`src/rtl/commit_trace_queue_pkg.sv`:
```
// Shared types for the instruction-trace producer: the trace record layout,
// the EBREAK encoding and the drain/halt state encoding.
package trace_pkg;

    localparam int unsigned TQ_ILEN = 32;
    localparam int unsigned TQ_XLEN = 64;

    localparam logic [TQ_ILEN-1:0] EBREAK_INST = 32'h0010_0073;

    typedef struct packed {
        logic [TQ_ILEN-1:0] inst;
        logic [TQ_XLEN-1:0] dnpc;
    } trace_rec_t;

    typedef enum logic [1:0] {
        TQ_RUN    = 2'd0,
        TQ_DRAIN  = 2'd1,
        TQ_HALTED = 2'd2
    } tq_state_t;

endpackage

```
`src/rtl/commit_trace_queue_fifo.sv`:
```
// DEPTH-entry FIFO of trace records, wrap-bit pointers, with a look-ahead
// full flag so the owner can register its ready output.
module trace_fifo
    import trace_pkg::*;
#(
    parameter int unsigned DEPTH = 4
) (
    input  logic       clock,
    input  logic       reset_n,
    input  logic       push,
    input  logic       pop,
    input  trace_rec_t wr_data,
    output trace_rec_t head,
    output logic       full,
    output logic       empty,
    output logic       full_next
);

    localparam int unsigned AW = $clog2(DEPTH);

    logic [AW:0] wr_ptr_q, wr_ptr_d;
    logic [AW:0] rd_ptr_q, rd_ptr_d;
    trace_rec_t  mem_q [DEPTH];

    // Pointer advance and occupancy flags.
    always_comb begin
        wr_ptr_d  = wr_ptr_q + {{AW{1'b0}}, push};
        rd_ptr_d  = rd_ptr_q + {{AW{1'b0}}, pop};
        full      = (wr_ptr_q[AW] != rd_ptr_q[AW]) && (wr_ptr_q[AW-1:0] == rd_ptr_q[AW-1:0]);
        empty     = (wr_ptr_q == rd_ptr_q);
        full_next = (wr_ptr_d[AW] != rd_ptr_d[AW]) && (wr_ptr_d[AW-1:0] == rd_ptr_d[AW-1:0]);
        head      = mem_q[rd_ptr_q[AW-1:0]];
    end

    // Pointer registers; reset empties the queue.
    always_ff @(posedge clock or negedge reset_n) begin
        if (!reset_n) begin
            wr_ptr_q <= '0;
            rd_ptr_q <= '0;
        end else begin
            wr_ptr_q <= wr_ptr_d;
            rd_ptr_q <= rd_ptr_d;
        end
    end

    // Record storage; contents are don't-care until written.
    always_ff @(posedge clock) begin
        if (push) begin
            mem_q[wr_ptr_q[AW-1:0]] <= wr_data;
        end
    end

endmodule

```
`src/rtl/commit_trace_queue.sv`:
```
// Trace producer: buffers WB retire events and drives them to the DPI sink,
// draining and halting after an EBREAK has been traced.
module commit_trace_queue
    import trace_pkg::*;
#(
    parameter int unsigned     DEPTH  = 4,
    parameter int unsigned     XLEN   = TQ_XLEN,
    parameter int unsigned     ILEN   = TQ_ILEN,
    parameter logic [ILEN-1:0] EBREAK = EBREAK_INST
) (
    input  logic            clock,
    input  logic            reset_n,
    input  logic            in_valid,
    output logic            in_ready,
    input  logic [ILEN-1:0] in_inst,
    input  logic [XLEN-1:0] in_dnpc,
    output logic            out_valid,
    input  logic            out_ready,
    output logic [ILEN-1:0] out_inst,
    output logic [XLEN-1:0] out_dnpc,
    output logic            halt,
    output logic [XLEN-1:0] commit_cnt
);

    tq_state_t       state_q, state_d;
    logic            out_valid_q, out_valid_d;
    trace_rec_t      out_rec_q, out_rec_d;
    logic            in_ready_q, in_ready_d;
    logic            halt_q, halt_d;
    logic [XLEN-1:0] commit_cnt_q, commit_cnt_d;

    logic       push_s, pop_s, load_s, bypass_s;
    logic       fifo_push_s, fifo_pop_s;
    logic       fifo_full_s, fifo_empty_s, fifo_full_next_s;
    trace_rec_t in_rec_s, fifo_head_s;

    // Handshakes; bypass only when nothing older is waiting in the FIFO.
    always_comb begin
        in_rec_s.inst = in_inst;
        in_rec_s.dnpc = in_dnpc;
        push_s        = in_valid && in_ready_q;
        pop_s         = out_valid_q && out_ready;
        load_s        = !out_valid_q || out_ready;
        fifo_pop_s    = load_s && !fifo_empty_s;
        bypass_s      = load_s && fifo_empty_s && push_s;
        fifo_push_s   = push_s && !bypass_s && !fifo_full_s;
    end

    trace_fifo #(
        .DEPTH (DEPTH)
    ) u_fifo (
        .clock     (clock),
        .reset_n   (reset_n),
        .push      (fifo_push_s),
        .pop       (fifo_pop_s),
        .wr_data   (in_rec_s),
        .head      (fifo_head_s),
        .full      (fifo_full_s),
        .empty     (fifo_empty_s),
        .full_next (fifo_full_next_s)
    );

    // Drain/halt state machine.
    always_comb begin
        state_d = state_q;
        case (state_q)
            TQ_RUN: begin
                if (push_s && (in_inst == EBREAK)) begin
                    state_d = TQ_DRAIN;
                end else begin
                    state_d = TQ_RUN;
                end
            end
            TQ_DRAIN: begin
                if (fifo_empty_s && (pop_s || !out_valid_q)) begin
                    state_d = TQ_HALTED;
                end else begin
                    state_d = TQ_DRAIN;
                end
            end
            TQ_HALTED: state_d = TQ_HALTED;
            default:   state_d = TQ_HALTED;
        endcase
    end

    // Output register, registered ready/halt and the delivery counter.
    always_comb begin
        out_valid_d = out_valid_q;
        out_rec_d   = out_rec_q;
        if (state_q == TQ_HALTED) begin
            out_valid_d = 1'b0;
        end else if (load_s) begin
            if (!fifo_empty_s) begin
                out_valid_d = 1'b1;
                out_rec_d   = fifo_head_s;
            end else if (push_s) begin
                out_valid_d = 1'b1;
                out_rec_d   = in_rec_s;
            end else begin
                out_valid_d = 1'b0;
            end
        end else begin
            out_valid_d = out_valid_q;
        end
        in_ready_d   = (state_d == TQ_RUN) && !fifo_full_next_s;
        halt_d       = (state_d == TQ_HALTED);
        commit_cnt_d = commit_cnt_q + {{(XLEN-1){1'b0}}, pop_s};
    end

    // State registers; reset discards anything in flight.
    always_ff @(posedge clock or negedge reset_n) begin
        if (!reset_n) begin
            state_q      <= TQ_RUN;
            out_valid_q  <= 1'b0;
            out_rec_q    <= '0;
            in_ready_q   <= 1'b1;
            halt_q       <= 1'b0;
            commit_cnt_q <= '0;
        end else begin
            state_q      <= state_d;
            out_valid_q  <= out_valid_d;
            out_rec_q    <= out_rec_d;
            in_ready_q   <= in_ready_d;
            halt_q       <= halt_d;
            commit_cnt_q <= commit_cnt_d;
        end
    end

    assign in_ready   = in_ready_q;
    assign out_valid  = out_valid_q;
    assign out_inst   = out_rec_q.inst;
    assign out_dnpc   = out_rec_q.dnpc;
    assign halt       = halt_q;
    assign commit_cnt = commit_cnt_q;

endmodule

```
`config.mk`:
```
export PLATFORM = sky130hd
export DESIGN_NAME = commit_trace_queue
export DESIGN_NICKNAME = d
export VERILOG_FILES = /design/src/rtl/commit_trace_queue_pkg.sv /design/src/rtl/commit_trace_queue_fifo.sv /design/src/rtl/commit_trace_queue.sv
export SDC_FILE = /design/constraint.sdc
export NUM_CORES = 1
export LEC_CHECK = 0
export ABC_AREA = 1
export BUFFER_PORTS_ARGS = -buffer_cell sky130_fd_sc_hd__buf_2
export CAP_MARGIN = 20
export CORE_UTILIZATION = 50
export CTS_BUF_LIST = sky130_fd_sc_hd__clkbuf_2
export DETAILED_ROUTE_END_ITERATION = 10
export PLACE_DENSITY = 0.7
export SYNTH_ARGS = -nofsm -noshare
export SYNTH_HDL_FRONTEND = slang
export SYNTH_SLANG_ARGS = --single-unit
export TNS_END_PERCENT = 1
```
`constraint.sdc`:
```
create_clock -name clock -period 10.8 [get_ports clock]
set_input_delay 2.7 -clock clock [delete_from_list [all_inputs] [get_ports clock]]
set_output_delay 2.7 -clock clock [all_outputs]
set_load 0.02 [all_outputs]
```
==> impl_results.md <==
- Setup violations, final: 0
- Tot GR Track Use: 25.57%
- Initial antenna violation count: 14
- Gate Count Post-Synth: approximately 2,500
- Worst slew margin: a little under a fifth
- Min-Delay Path Class: reg -> reg
- Post-DP HPWL: a little under 40,000 um
- Maximum clock rate: 212.5 MHz
- Largest fanout on the critical path: 5
- CTS resizes: 0
- Final worst clock skew: approximately 0.093 ns
- Synthesized area: ~0.024 mm2
- Critical Path Max Stage Delay: around 0.52 ns
- Avg WL per Cell: about 18 um
- Worst endpoint required time: approximately 8 ns
- Buf+Inv Stages, Crit Path: 1
- First-pass GRT wire length: a little under 100,000 um
- Layout Nets: 2,915
- Die Y: between 200 and 250 um
- Clock-pin slew on the worst setup and hold paths: roughly 0.10 ns
- Die width: about 220 um
- GPL Wtd Cong: 0.9416
- Drc violations: 0
- Most common cell after layout, fill and taps aside: nand2_1
- Final Critical Period: between 4 and 5 ns
- Synthesized area per cell: approximately 9.8 um2
- Setup Buffers After CTS: 0
- Ys Warns: 0
- Mapped Nets: between 2,000 and 3,000
- Max-slew violations: 0
- Vias in the first global route: around 18,000
- Power per cell area: around 140 mW/mm2
- Pin count of the biggest net entering global routing: 295
- Worst-path cell chain: buf_2
- Worst-case vdd ir drop: between 0.09 and 0.1 mV
- Later-pin clock latency in the skew report: 1.31 ns
- Post-CTS Hold Fix Bufs: 0
- Setup TNS: 0 ns
- CP delay by family, top: flip-flops
- Register area share after synthesis: around 65%
- IO Count: between 200 and 300
- Library cells used by synthesis: 25
- CTS buffer count: roughly 140
- CP arrival: about 2.0 ns
- Vias: ~19,000
- Router iterations before antenna repair: 5
- WHS: 0.4792 ns
- Worst Setup Start Kind: register
- Share of layout cells above drive strength 1: around 18%
- Core box area: roughly 0.048 mm2
- Setup crit end kind: output port
- RSZ-0062 raised after global routing: false
- Post-DRT Antenna Nets: 0
- Final Hold Fails: 0
- Root buf cell: clkbuf_2
- Maximum Capacitance Violations: 0
- Tightest Pin Transition: approximately 1.2 ns
- Leakage power: between 10 and 15 nW
- First DRT Iteration DRCs: ~1,400
- Die ar.: roughly 0.050 mm2
- Slowest CP cell: dfrtp_1
- Final Cycle Share: a little over two fifths
- Initial Util: between 50% and 60%
- CTS tree: built
- Status: complete, no violations
- Post-DR vias/cell: between 5 and 6
- Flops & latches, synth: between 500 and 600
- PortBufs: between 200 and 300
- CTS sink cnt: roughly 560
- Layout area overhead: 13.46%
- Row cnt: 80
- Most frequent cells in the layout: nand2_1 (905), edfxtp_1 (384), buf_2 (261), inv_1 (249), clkbuf_2 (216)
- Total grt overflow: 0
- Clock Path Buffers: 3
- Final WL: about 63,000 um
- H-tree depth: 4
- WS Path Type: reg -> out
## metrics by stage
step	power, W	util (%)	worst slack (ns)	area, um2	instances
after floorplan	0.002346	-	0.4809	24410	2502
after global routing	0.003988	57.75	5.937	27690	3547
after detailed placement	0.002406	54.83	5.682	26290	3279
after CTS	0.003874	57.65	5.912	27640	3538
final	0.003825	57.76	6.094	27690	3548
after global placement	0.002403	54.77	5.778	26260	3278
## worst paths after layout
kind	cells after the start	to	slack (ns)	startpoint
max reg2reg	6	out_dnpc[44]$_DFFE_PN0P_	6.70	u_fifo.rd_ptr_q[0]$_DFF_PN0_
max	1	commit_cnt[49]	6.09	commit_cnt[49]$_DFF_PN0_
max in group asynchronous	3	commit_cnt[51]$_DFF_PN0_	8.08	reset_n
min	2	out_inst[11]$_DFFE_PN0P_	0.48	out_inst[11]$_DFFE_PN0P_
min in group asynchronous	1	out_dnpc[3]$_DFFE_PN0P_	1.45	reset_n
min reg2reg	2	out_inst[11]$_DFFE_PN0P_	0.48	out_inst[11]$_DFFE_PN0P_
## cell families (layout without fill, tap and decap cells)
kind of cell | Yosys count | count (layout) | synth area share [%]
XOR/XNOR | 41 | 41 | 1.563
AO/OA/AOI/OAI | 309 | 309 | 7.346
buffers and inverters | 373 | 795 | 5.900
AND/OR/NAND/NOR | 1218 | 1218 | 20.10
adder cells (fa/ha/maj) | 6 | 6 | 0.3076
flip-flops | 555 | 555 | 64.78
other | 0 | 9 | 0
## area by class of cell
cell class	instances	area, um2
multi-input combinational	1574	7231
antenna	9	22.52
inverter	249	934.6
clock buffer	216	1081
fill	4175	20250
tap	615	769.5
sequential	555	15820
timing repair buffer	287	1560
clock inverter	43	275.3
## worst reg2reg max path: cells and delay by family, from the launching register on
family,cells,cell delay [ns]
compound gates,1,1.03
xor+xnor,1,0.85
buf+inv,1,0.69
flops,1,0.52
simple gates,3,0.96
## synthesized netlist by cell type
| cell | count | area share [%] |
|---|---|---|
| nor3_1 | 4 | 0.082 |
| buf_1 | 18 | 0.28 |
| buf_6 | 1 | 0.046 |
| nor2_1 | 168 | 2.6 |
| ha_1 | 6 | 0.31 |
| inv_1 | 249 | 3.8 |
| buf_4 | 1 | 0.031 |
| nand3_2 | 1 | 0.041 |
| nand3_1 | 24 | 0.49 |
| nand2_1 | 905 | 14 |
| nand4_1 | 112 | 2.9 |
| edfxtp_1 | 384 | 47 |
| dfrtp_1 | 170 | 17 |
| xor2_1 | 15 | 0.54 |
| a21oi_1 | 96 | 2.0 |
| o211ai_1 | 96 | 3.0 |
| clkbuf_1 | 81 | 1.2 |
| nand3b_1 | 3 | 0.092 |
| nor2_2 | 1 | 0.026 |
| o21ai_0 | 116 | 2.4 |
| xnor2_2 | 3 | 0.20 |
| buf_2 | 23 | 0.47 |
| xnor2_1 | 23 | 0.83 |
| dfstp_2 | 1 | 0.11 |
| o21bai_2 | 1 | 0.046 |
## per-layer routing
layer	GRT usage, %	wire length (um)
met1	33.88	26710
met2	40.01	29450
met3	6.967	4830
met4	10.37	1457
met5	0	80
## flip-flops by register name, indices dropped and copies added, names as in the netlist
signal	flops
u_fifo.rd_ptr_q	3
halt	1
in_ready	1
state_q	2
u_fifo.wr_ptr_q	3
out_inst	32
u_fifo.mem_q	384
commit_cnt	64
out_valid	1
out_dnpc	64
## power breakdown
group	total, W	internal (W)	switching (W)
sequential	0.00228	0.00228	0
combinational	0.0000844	0.0000275	0.0000569
clock	0.00146	0.000592	0.000873
(Power assumes the default switching activity.)
